===== config.mk =====
export PLATFORM = sky130hd
export DESIGN_NAME = alu_pipe_flat
export DESIGN_NICKNAME = d
export VERILOG_FILES = /design/src/rtl/alu_pipe_if.sv /design/src/rtl/alu_pipe.sv /design/src/flat_wrapper.sv
export SDC_FILE = /design/constraint.sdc
export NUM_CORES = 1
export LEC_CHECK = 0
export BUFFER_PORTS_ARGS = -buffer_cell sky130_fd_sc_hd__buf_2
export CAP_MARGIN = 20
export CORE_UTILIZATION = 42
export DETAILED_ROUTE_END_ITERATION = 10
export GPL_ROUTABILITY_DRIVEN = 0
export MAX_ROUTING_LAYER = met4
export PLACE_DENSITY = 0.58
export REMOVE_ABC_BUFFERS = 1
export SLEW_MARGIN = 0
export SYNTH_ARGS = -nofsm -noshare
export SYNTH_HDL_FRONTEND = slang
export SYNTH_SLANG_ARGS = --single-unit

===== constraint.sdc =====
create_clock -name i_clk -period 7.7 [get_ports i_clk]
set_input_delay 0.385 -clock i_clk [delete_from_list [all_inputs] [get_ports i_clk]]
set_output_delay 0.385 -clock i_clk [all_outputs]
set_load 0.02 [all_outputs]

===== src/rtl/alu_pipe_if.sv =====
`default_nettype none
// +----------------------------------------------------------------------------+
// | Module      : alu_pipe_if                                                  |
// | Description : Request/result handshake bundle for the alu_pipe execute     |
// |               unit. The master drives ops and accepts results. The slave   |
// |               (alu_pipe) accepts ops and presents results.                 |
// | Ports       : i_valid/o_ready       op request handshake                   |
// |               i_in_a, i_in_b        operands (XLEN)                        |
// |               i_funct3, i_funct7_5  op select                              |
// |               i_alu_en, i_alu_imm   force-ADD / immediate-form controls    |
// |               i_muldiv              M-extension op select                  |
// |               o_valid/i_ready       result handshake                       |
// |               o_alu_out             result (XLEN)                          |
// |               o_busy                iterative mul/div in progress          |
// | Revision    : 1.0  initial release                                         |
// +----------------------------------------------------------------------------+
interface alu_pipe_if #(
   parameter int XLEN = 32
);
   logic            i_valid;
   logic            o_ready;
   logic [XLEN-1:0] i_in_a;
   logic [XLEN-1:0] i_in_b;
   logic [2:0]      i_funct3;
   logic            i_funct7_5;
   logic            i_alu_en;
   logic            i_alu_imm;
   logic            i_muldiv;
   logic            o_valid;
   logic            i_ready;
   logic [XLEN-1:0] o_alu_out;
   logic            o_busy;

   modport master (
      output i_valid, i_in_a, i_in_b, i_funct3, i_funct7_5,
             i_alu_en, i_alu_imm, i_muldiv, i_ready,
      input  o_ready, o_valid, o_alu_out, o_busy
   );

   modport slave (
      input  i_valid, i_in_a, i_in_b, i_funct3, i_funct7_5,
             i_alu_en, i_alu_imm, i_muldiv, i_ready,
      output o_ready, o_valid, o_alu_out, o_busy
   );
endinterface
`default_nettype wire


===== src/rtl/alu_pipe.sv =====
`default_nettype none
// +----------------------------------------------------------------------------+
// | Module      : alu_pipe                                                     |
// | Description : Handshaked RV32I/RV64I integer execute unit with optional    |
// |               iterative M-extension multiply/divide. One op is in flight.  |
// |               The result is registered and held until downstream takes it. |
// | Parameters  : XLEN     datapath width (32 or 64)                           |
// |               MUL_STEP multiplier bits retired per cycle (1, 2 or 4)       |
// | Macro       : ALU_MULDIV_EN  builds the mul/div datapath and FSM. Without  |
// |               it, M-ops complete in one cycle with a zero result.          |
// | Ports       : i_clk   clock, rising edge                                   |
// |               i_rst_n synchronous active-low reset                         |
// |               bus     alu_pipe_if slave (op request, result, o_busy)       |
// | Revision    : 1.0  initial release                                         |
// +----------------------------------------------------------------------------+
module alu_pipe #(
   parameter int XLEN     = 32,
   parameter int MUL_STEP = 1
) (
   input  wire logic  i_clk,
   input  wire logic  i_rst_n,
   alu_pipe_if.slave  bus
);

   localparam int c_shw = $clog2(XLEN);

   generate
      if ((XLEN != 32 && XLEN != 64) ||
          (MUL_STEP != 1 && MUL_STEP != 2 && MUL_STEP != 4) ||
          ((XLEN % MUL_STEP) != 0)) begin : g_bad_param
         $error("alu_pipe: unsupported XLEN/MUL_STEP combination");
      end
   endgenerate

   // ---------------------------------------------------------------------
   // Single-cycle base ALU
   // ---------------------------------------------------------------------
   logic [c_shw-1:0] w_shamt;
   logic             w_do_sub;
   logic [XLEN-1:0]  w_addsub;
   logic [XLEN-1:0]  w_base_res;

   assign w_shamt  = bus.i_in_b[c_shw-1:0];
   // Immediate forms have no SUB; funct7_5 there only means SRAI.
   assign w_do_sub = bus.i_alu_en && !bus.i_alu_imm && bus.i_funct7_5;
   assign w_addsub = w_do_sub ? (bus.i_in_a - bus.i_in_b) : (bus.i_in_a + bus.i_in_b);

   always_comb begin
      w_base_res = w_addsub;
      if (bus.i_alu_en) begin
         case (bus.i_funct3)
            3'b000: w_base_res = w_addsub;
            3'b001: w_base_res = bus.i_in_a << w_shamt;
            3'b010: w_base_res = {{(XLEN-1){1'b0}}, ($signed(bus.i_in_a) < $signed(bus.i_in_b))};
            3'b011: w_base_res = {{(XLEN-1){1'b0}}, (bus.i_in_a < bus.i_in_b)};
            3'b100: w_base_res = bus.i_in_a ^ bus.i_in_b;
            3'b101: w_base_res = bus.i_funct7_5 ? XLEN'($signed(bus.i_in_a) >>> w_shamt)
                                                : (bus.i_in_a >> w_shamt);
            3'b110: w_base_res = bus.i_in_a | bus.i_in_b;
            3'b111: w_base_res = bus.i_in_a & bus.i_in_b;
            default: w_base_res = w_addsub;
         endcase
      end
   end

   logic            r_valid;
   logic [XLEN-1:0] r_out;
   logic            w_ready;
   logic            w_accept;
   logic            w_consume;

   assign w_accept      = bus.i_valid && w_ready;
   assign w_consume     = r_valid && bus.i_ready;
   assign bus.o_ready   = w_ready;
   assign bus.o_valid   = r_valid;
   assign bus.o_alu_out = r_out;

`ifdef ALU_MULDIV_EN
   // ---------------------------------------------------------------------
   // Iterative M-extension datapath
   // ---------------------------------------------------------------------
   typedef enum logic [1:0] {
      S_IDLE = 2'd0,
      S_MUL  = 2'd1,
      S_DIV  = 2'd2,
      S_DONE = 2'd3
   } state_t;

   localparam int                 c_cnt_w    = $clog2(XLEN);
   localparam logic [c_cnt_w-1:0] c_mul_last = c_cnt_w'(XLEN / MUL_STEP - 1);
   localparam logic [c_cnt_w-1:0] c_div_last = c_cnt_w'(XLEN - 1);
   localparam logic [XLEN-1:0]    c_min_neg  = {1'b1, {(XLEN-1){1'b0}}};

   state_t              r_state;
   state_t              w_state_nxt;
   logic [c_cnt_w-1:0]  r_cnt;
   logic [2*XLEN-1:0]   r_mcand;
   logic [2*XLEN-1:0]   r_acc;
   logic [XLEN-1:0]     r_mplier;
   logic [XLEN-1:0]     r_divisor;
   logic [XLEN-1:0]     r_quo;
   logic [XLEN-1:0]     r_rem;
   logic                r_neg;      // product / quotient sign
   logic                r_rneg;     // remainder sign (follows dividend)
   logic                r_is_div;
   logic [1:0]          r_sel;      // funct3[1:0] of the op in flight

   // Operand conditioning at accept: signedness, magnitudes, special cases.
   logic            w_is_div;
   logic            w_a_sgn;
   logic            w_b_sgn;
   logic            w_a_neg;
   logic            w_b_neg;
   logic [XLEN-1:0] w_mag_a;
   logic [XLEN-1:0] w_mag_b;
   logic            w_div_zero;
   logic            w_div_ovf;
   logic            w_fast;
   logic [XLEN-1:0] w_fast_res;

   assign w_is_div   = bus.i_funct3[2];
   // MULH: both signed, MULHSU: A signed, DIV/REM: both signed.
   assign w_a_sgn    = w_is_div ? !bus.i_funct3[0]
                                : (bus.i_funct3[1:0] == 2'b01 || bus.i_funct3[1:0] == 2'b10);
   assign w_b_sgn    = w_is_div ? !bus.i_funct3[0] : (bus.i_funct3[1:0] == 2'b01);
   assign w_a_neg    = w_a_sgn && bus.i_in_a[XLEN-1];
   assign w_b_neg    = w_b_sgn && bus.i_in_b[XLEN-1];
   assign w_mag_a    = w_a_neg ? -bus.i_in_a : bus.i_in_a;
   assign w_mag_b    = w_b_neg ? -bus.i_in_b : bus.i_in_b;
   assign w_div_zero = w_is_div && (bus.i_in_b == '0);
   assign w_div_ovf  = w_is_div && !bus.i_funct3[0] &&
                       (bus.i_in_a == c_min_neg) && (bus.i_in_b == '1);
   assign w_fast     = !bus.i_muldiv || w_div_zero || w_div_ovf;

   always_comb begin
      w_fast_res = w_base_res;
      if (bus.i_muldiv) begin
         if (w_div_zero)     w_fast_res = bus.i_funct3[1] ? bus.i_in_a : '1;
         else if (w_div_ovf) w_fast_res = bus.i_funct3[1] ? '0 : c_min_neg;
         else                w_fast_res = '0;
      end
   end

   // Shift-add step: add MUL_STEP shifted copies of the multiplicand.
   logic [2*XLEN-1:0] w_acc_nxt;
   always_comb begin
      w_acc_nxt = r_acc;
      for (int j = 0; j < MUL_STEP; j++) begin
         if (r_mplier[j]) w_acc_nxt = w_acc_nxt + (r_mcand << j);
      end
   end

   // Restoring division step. The partial remainder is always below the
   // divisor, so XLEN bits hold it; the shifted value needs one more bit.
   logic [XLEN:0]   w_div_shift;
   logic            w_div_fits;
   logic [XLEN-1:0] w_div_rem_nxt;

   assign w_div_shift   = {r_rem, r_quo[XLEN-1]};
   assign w_div_fits    = (w_div_shift >= {1'b0, r_divisor});
   assign w_div_rem_nxt = w_div_fits ? (w_div_shift[XLEN-1:0] - r_divisor)
                                     : w_div_shift[XLEN-1:0];

   // Sign fix-up and half select in DONE.
   logic [2*XLEN-1:0] w_prod_fix;
   logic [XLEN-1:0]   w_quo_fix;
   logic [XLEN-1:0]   w_rem_fix;
   logic [XLEN-1:0]   w_done_res;

   assign w_prod_fix = r_neg  ? -r_acc : r_acc;
   assign w_quo_fix  = r_neg  ? -r_quo : r_quo;
   assign w_rem_fix  = r_rneg ? -r_rem : r_rem;

   always_comb begin
      w_done_res = w_prod_fix[XLEN-1:0];
      if (r_is_div)             w_done_res = r_sel[1] ? w_rem_fix : w_quo_fix;
      else if (r_sel != 2'b00)  w_done_res = w_prod_fix[2*XLEN-1:XLEN];
   end

   assign w_ready    = (r_state == S_IDLE) && (!r_valid || bus.i_ready);
   assign bus.o_busy = (r_state == S_MUL) || (r_state == S_DIV);

   always_ff @(posedge i_clk) begin
      if (!i_rst_n) r_state <= S_IDLE;
      else          r_state <= w_state_nxt;
   end

   always_comb begin
      w_state_nxt = r_state;
      case (r_state)
         S_IDLE: if (w_accept && !w_fast) w_state_nxt = w_is_div ? S_DIV : S_MUL;
         S_MUL:  if (r_cnt == c_mul_last) w_state_nxt = S_DONE;
         S_DIV:  if (r_cnt == c_div_last) w_state_nxt = S_DONE;
         S_DONE: w_state_nxt = S_IDLE;
         default: w_state_nxt = S_IDLE;
      endcase
   end

   always_ff @(posedge i_clk) begin
      if (!i_rst_n) begin
         r_valid <= 1'b0;
         r_out   <= '0;
         r_cnt   <= '0;
      end else begin
         if (w_consume) r_valid <= 1'b0;
         case (r_state)
            S_IDLE: begin
               if (w_accept) begin
                  r_cnt <= '0;
                  if (w_fast) begin
                     r_valid <= 1'b1;
                     r_out   <= w_fast_res;
                  end else begin
                     r_neg    <= w_a_neg ^ w_b_neg;
                     r_rneg   <= w_a_neg;
                     r_is_div <= w_is_div;
                     r_sel    <= bus.i_funct3[1:0];
                     r_mcand  <= {{XLEN{1'b0}}, w_mag_a};
                     r_mplier <= w_mag_b;
                     r_acc    <= '0;
                     r_quo    <= w_mag_a;
                     r_rem    <= '0;
                     r_divisor <= w_mag_b;
                  end
               end
            end
            S_MUL: begin
               r_acc    <= w_acc_nxt;
               r_mcand  <= r_mcand << MUL_STEP;
               r_mplier <= r_mplier >> MUL_STEP;
               r_cnt    <= r_cnt + 1'b1;
            end
            S_DIV: begin
               r_rem <= w_div_rem_nxt;
               r_quo <= {r_quo[XLEN-2:0], w_div_fits};
               r_cnt <= r_cnt + 1'b1;
            end
            S_DONE: begin
               r_valid <= 1'b1;
               r_out   <= w_done_res;
            end
            default: ;
         endcase
      end
   end
`else
   // No M-extension: every accepted op completes in one cycle and M-ops
   // return zero.
   assign w_ready    = !r_valid || bus.i_ready;
   assign bus.o_busy = 1'b0;

   always_ff @(posedge i_clk) begin
      if (!i_rst_n) begin
         r_valid <= 1'b0;
         r_out   <= '0;
      end else begin
         if (w_consume) r_valid <= 1'b0;
         if (w_accept) begin
            r_valid <= 1'b1;
            r_out   <= bus.i_muldiv ? '0 : w_base_res;
         end
      end
   end
`endif

endmodule
`default_nettype wire


===== src/flat_wrapper.sv =====
// flat-port wrapper written by rule: the top's interface ports become plain ports
module alu_pipe_flat 
#(
   parameter int XLEN     = 32,
   parameter int MUL_STEP = 1
)
  (i_clk, i_rst_n, bus_i_valid, bus_i_in_a, bus_i_in_b, bus_i_funct3, bus_i_funct7_5, bus_i_alu_en, bus_i_alu_imm, bus_i_muldiv, bus_i_ready, bus_o_ready, bus_o_valid, bus_o_alu_out, bus_o_busy);
  alu_pipe_if #(.XLEN(XLEN)) bus_i ();
  input  wire logic i_clk;
  input  wire logic i_rst_n;
  input wire logic [$bits(bus_i.i_valid)-1:0] bus_i_valid;
  input wire logic [$bits(bus_i.i_in_a)-1:0] bus_i_in_a;
  input wire logic [$bits(bus_i.i_in_b)-1:0] bus_i_in_b;
  input wire logic [$bits(bus_i.i_funct3)-1:0] bus_i_funct3;
  input wire logic [$bits(bus_i.i_funct7_5)-1:0] bus_i_funct7_5;
  input wire logic [$bits(bus_i.i_alu_en)-1:0] bus_i_alu_en;
  input wire logic [$bits(bus_i.i_alu_imm)-1:0] bus_i_alu_imm;
  input wire logic [$bits(bus_i.i_muldiv)-1:0] bus_i_muldiv;
  input wire logic [$bits(bus_i.i_ready)-1:0] bus_i_ready;
  output wire logic [$bits(bus_i.o_ready)-1:0] bus_o_ready;
  output wire logic [$bits(bus_i.o_valid)-1:0] bus_o_valid;
  output wire logic [$bits(bus_i.o_alu_out)-1:0] bus_o_alu_out;
  output wire logic [$bits(bus_i.o_busy)-1:0] bus_o_busy;
  assign bus_i.i_valid = bus_i_valid;
  assign bus_i.i_in_a = bus_i_in_a;
  assign bus_i.i_in_b = bus_i_in_b;
  assign bus_i.i_funct3 = bus_i_funct3;
  assign bus_i.i_funct7_5 = bus_i_funct7_5;
  assign bus_i.i_alu_en = bus_i_alu_en;
  assign bus_i.i_alu_imm = bus_i_alu_imm;
  assign bus_i.i_muldiv = bus_i_muldiv;
  assign bus_i.i_ready = bus_i_ready;
  assign bus_o_ready = bus_i.o_ready;
  assign bus_o_valid = bus_i.o_valid;
  assign bus_o_alu_out = bus_i.o_alu_out;
  assign bus_o_busy = bus_i.o_busy;
  alu_pipe #(.XLEN(XLEN), .MUL_STEP(MUL_STEP)) u_core (.i_clk(i_clk), .i_rst_n(i_rst_n), .bus(bus_i));
endmodule

Word-level counts from Yosys, hierarchy flattened
Cells that the tools add are included.
{ "word_totals": {"regBits": 33, "in_bits": 75, "output_inout_bits": 35} }
{ "classes": {"addsub": 2, "magnitude_cmp": 2, "eq_ne": 7, "n_shift": 3, "muxes": 7, "bitwise": 3, "n_reduce_logical": 9} }
{ "op_table": {"columns": ["cell", "n"], "rows": [
  ["$pmux 32 s8", 1],
  ["$mux 32", 4],
  ["$lt 32x32->1", 2],
  ["$add 32x32->32", 1],
  ["$and 32x32->32", 1],
  ["$or 32x32->32", 1],
  ["$shl 32x5->32", 1],
  ["$shr 32x5->32", 1],
  ["$sshr 32x5->32", 1],
  ["$sub 32x32->32", 1],
  ["$xor 32x32->32", 1],
  ["$eq 3x3->1 const B", 4],
  ["$eq 3x2->1 const B", 2],
  ["$logic_and 1x1->1", 4],
  ["$eq 3x1->1 const B", 1],
  ["$logic_not 3->1", 1],
  ["$logic_not 1->1", 2],
  ["$mux 1", 2],
  ["$reduce_bool 2->1", 1],
  ["$logic_or 1x1->1", 1]
]} }

Logic depth before layout (Yosys ltp)
{ "depth": {"ltp_word": 7, "depth_mapped": 17} }

Worst setup path after synthesis
No wires, ideal clock.
{ "synth_timing": {"path_kind": "input -> register", "start": "input bus_i_in_b[2]", "end": "register u_core.r_out[20] (netlist: u_core.bus.o_alu_out[20])", "arrival_time_ns": 3.613, "required_time_ns": 7.583, "slack_ns": 3.970, "stages": 17, "cell_sequence": "buf_2 > clkinv_1 > buf_2 > buf_2 > buf_2 > ha_1 > buf_6 > a21oi_4 > o221ai_2 > o211ai_2 > o21a_1 > o21a_2 > o21bai_2 > a211oi_1 > nor3_1 > or3b_1 > a32o_1"} }
{ "synth_via": {"elab_chain_cells": 5, "word_cells_on_any_way": 10, "cone_classes": "add/sub (2); shift (3); mux (5)"} }
{ "synth_lines": {"columns": ["item", "line_no", "rtl"], "rows": [
  ["from (decl)", "flat_wrapper.sv:13", "input wire logic [$bits(bus_i.i_in_b)-1:0] bus_i_in_b;"],
  ["$add 32x32->32 (tied with other cells)", "alu_pipe.sv:46", "assign w_addsub = w_do_sub ? (bus.i_in_a - bus.i_in_b) : (bus.i_in_a + bus.i_in_b);"],
  ["$mux 32 (on tied branches)", "alu_pipe.sv:46, alu_pipe.sv:57", null],
  ["$pmux 32 s8", "alu_pipe.sv:51", "case (bus.i_funct3)"],
  ["$mux 32 *", "alu_pipe.sv:50", "if (bus.i_alu_en) begin"],
  ["$mux 32 *", "alu_pipe.sv:260", "r_out <= bus.i_muldiv ? '0 : w_base_res;"],
  ["to (signal assigned)", "alu_pipe.sv:260", null],
  ["to (decl)", "alu_pipe.sv:67", "logic [XLEN-1:0] r_out;"]
]} }
Every way passes the cells marked *; elsewhere a longest branch is shown, timed or not.
A chain may end at the register's enable or synchronous reset.

Worst setup path after layout
{ "layout_timing": {"start": "input bus_i_in_b[4]", "end": "register u_core.r_out[31] (netlist: u_core.bus.o_alu_out[31])"} }
The elaborated chain is that of the path after synthesis.

==> results.sh <==
export IMPL_outcome="completed"
export IMPL_cts_setup_buffers=0
export IMPL_worstPathMaxFanout=38
export IMPL_num_io_pins=110
export IMPL_finalInstanceArea_sq_um=9990
export IMPL_nets=1567
export IMPL_ys_flop_type="dfxtp_1"
export IMPL_tns_ns=0
export IMPL_ys_warnings_count=0
export IMPL_die_h_um=151
export IMPL_synth_xor_area_share_pct=2.64
export IMPL_grt_max_degree=96
export IMPL_vias=11200
export IMPL_skew_ns=0.00728
export IMPL_final_layout_size_suffix_gt1_share_pct=12.1
export IMPL_dp_hpwl_mm=29.4
export IMPL_yosys_top_cells_area="ha_1 (13%), o21ai_0 (9.0%), mux2i_1 (7.8%)"
export IMPL_area_delta_synth_final_pct=7.53
export IMPL_synth_seq_cells=33
export IMPL_cpLargestDelayFamily="compound AO/OA/AOI/OAI gates"
export IMPL_synth_area_mux_share_pct=11.9
export IMPL_ir_drop_mv=0.0709
export IMPL_cp_arrival_ns=4.35
export IMPL_synth_top_family_by_area="compound AO/OA/AOI/OAI gates"
export IMPL_synth_area_sq_um=9290
export IMPL_critPathLaunchType="primary input"
export IMPL_slowest_stage="ha_1"
export IMPL_worstMarginPinSlew_ns=1.06
export IMPL_endpoint_kind="flip-flop"
export IMPL_rows=54
export IMPL_wirelength_mm=39.1
export IMPL_grt_pass1_wl_mm=58.6
export IMPL_synth_most_common_cell="o21ai_0"
export IMPL_clock_path_buffers=2
export IMPL_clock_sinks=33
export IMPL_rsz0062_at_grt="false"
export IMPL_detail_route_antenna_nets=0
export IMPL_yosys_area_share_simple_pct=18.4
export IMPL_synth_cells=1374
export IMPL_yosysTopAreaCellShare_pct=13.1
export IMPL_period_needed_ns=4.16
export IMPL_start_util_pct=42.7
export IMPL_avgSynthCellArea_sq_um=6.76
export IMPL_drv_slew=0
export IMPL_synth_seq_area_share_pct=7.11
export IMPL_cts_hold_buf=0
export IMPL_die_area_sq_um=22700
export IMPL_setup_violations=0
export IMPL_cts_tree="done"
export IMPL_async_reset_ff_share_pct=0
export IMPL_antenna_found_initial=0
export IMPL_placed_area_sq_um=9830
export IMPL_yosys_area_share_adder_pct=13.5
export IMPL_crit_buf_inv=2
export IMPL_relSlewSlack_pct=29.2
export IMPL_wl_per_cell_um=23.4
export IMPL_via_per_inst=6.68
export IMPL_yosysUniqueCellTypes=78
export IMPL_dr_pass1_iters=6
export IMPL_fmax_mhz=240
export IMPL_hold_violations=0
export IMPL_slowest_delay_ns=0.55
export IMPL_core_sq_um=21800
export IMPL_synth_common_cells="o21ai_0 (167), nand2_1 (138), a21oi_1 (120)"
export IMPL_p_leak_nw=4.45
export IMPL_diodes=0
export IMPL_htree_levels=2
export IMPL_hp_class="in -> reg"
export IMPL_cts_buffers=5
export IMPL_synth_edf_count=0
export IMPL_critical_path_required_ns=7.89
export IMPL_clkSlewWorstSetupHoldPaths_ns=0.07
export IMPL_path_class="in -> reg"
export IMPL_synth_compound_area_share_pct=37.3
export IMPL_cts_root_buffer_cell="clkbuf_16"
export IMPL_grt_overflow=0
export IMPL_grt_pass1_vias=9719
export IMPL_die_w_um=151
export IMPL_cts_resized=0
export IMPL_fin_crit_sh_pct=54.0
export IMPL_grt_util_all_layers_pct=34.9
export IMPL_io_buffers=108
export IMPL_drtIter0Drc=1621
export IMPL_power_total_mw=1.16
export IMPL_synth_top_cell_by_area="ha_1"
export IMPL_clk_latency_ns=0.30
export IMPL_cap_violations=0
export IMPL_crit_chain="buf_2 > inv_1 > ha_1 > a21oi_2 > o211ai_1 > a22oi_1 > o21ai_1 > a31oi_1 > a21oi_1 > o31a_1 > o31a_1 > xnor2_1 > o21ai_1"
export IMPL_power_density_nw_per_um2=116
export IMPL_drcViolationCount=0
==> registers in the layout (all words and copies together), names as in the netlist <==
register	cells
u_core.bus.o_alu_out	32
u_core.bus.o_valid	1
==> power breakdown <==
| group | total (mW) | internal, mW | switching, mW |
|---|---|---|---|
| Sequential | 0.188 | 0.181 | 0.00714 |
| Combinational | 0.716 | 0.249 | 0.467 |
| Clock | 0.253 | 0.151 | 0.102 |
==> per-stage QoR <==
step           util (%)  hold WS [ns]  setup WS (ns)  std cells
2_1_floorplan         -         0.494           3.40       1263
3_3_place_gp       45.1         0.438           3.40       1665
3_5_place_dp       45.2         0.449           3.39       1666
4_1_cts            45.9         0.331           3.70       1673
5_1_grt            45.9         0.360           3.30       1673
6_report           45.9         0.327           3.54       1673
==> worst register-to-register path, stage by stage (launching register included) <==
cell	delay (ns)
dfxtp_1	0.31
nand2b_1	0.09
nand2_1	0.27
nor2_1	0.65
nand2_1	0.64
a31oi_1	0.52
o21ai_0	0.15
nand2_1	0.09
==> path summary, 6_finish.rpt <==
path / start / to / slack [ns] / cells after the start
min: bus_i_valid / u_core.bus.o_valid / 0.33 / 3
max reg2reg: u_core.bus.o_valid / u_core.bus.o_alu_out[21] / 4.92 / 7
min reg2reg: u_core.bus.o_alu_out[6] / u_core.bus.o_alu_out[6] / 0.46 / 1
max: bus_i_in_b[4] / u_core.bus.o_alu_out[31] / 3.54 / 13
==> metal layers <==
metal | vias to the layer above | track usage [%] | wire length (um)
met1 | 5199 | 49.5 | 16600
met2 | 805 | 50.3 | 16300
li1 | 5051 | - | -
met5 | - | - | 0
met4 | 0 | 10.4 | 1340
met3 | 124 | 5.48 | 4820
==> cell usage in the layout, fill, tap and decap left out, drive strengths merged, types with 6 or more instances in the layout <==
master  instances
a31oi          12
dfxtp          33
and2            8
a21oi         122
o21ai         172
inv            94
a211oi         13
xnor2          26
a211o          10
a32o           10
ha             97
a22o           28
nand3          23
mux2i          72
nand2b         26
nor2          116
a221oi         14
o211ai         28
o21bai          8
or3             8
a22oi          12
a21boi          6
nand2         138
o31ai          16
nor2b          11
a21o           12
buf           123
mux4           15
nor3           24
o22ai           8
nor4            7
nand4           8
o221ai          9
o21a           10
==> area by class of cell <==
class | instances | area, sq um
clock buffers | 5 | 125
clock inverters | 2 | 35.0
fillers | 2320 | 11800
inverters | 94 | 353
multi-input cells | 1136 | 7810
flip-flops and latches | 33 | 661
well taps | 280 | 350
repair buffers | 123 | 659
==> cell families (layout without fill, tap and decap cells) <==
group / Yosys count / in the layout
XOR/XNOR: 28 / 28
AO/OA/AOI/OAI: 535 / 535
AND/OR/NAND/NOR: 382 / 382
multiplexers: 91 / 91
buffers and inverters: 205 / 224
flip-flops: 33 / 33
adder cells (fa/ha/maj): 99 / 99
other: 1 / 1
Power figures use the tool's default switching activity.
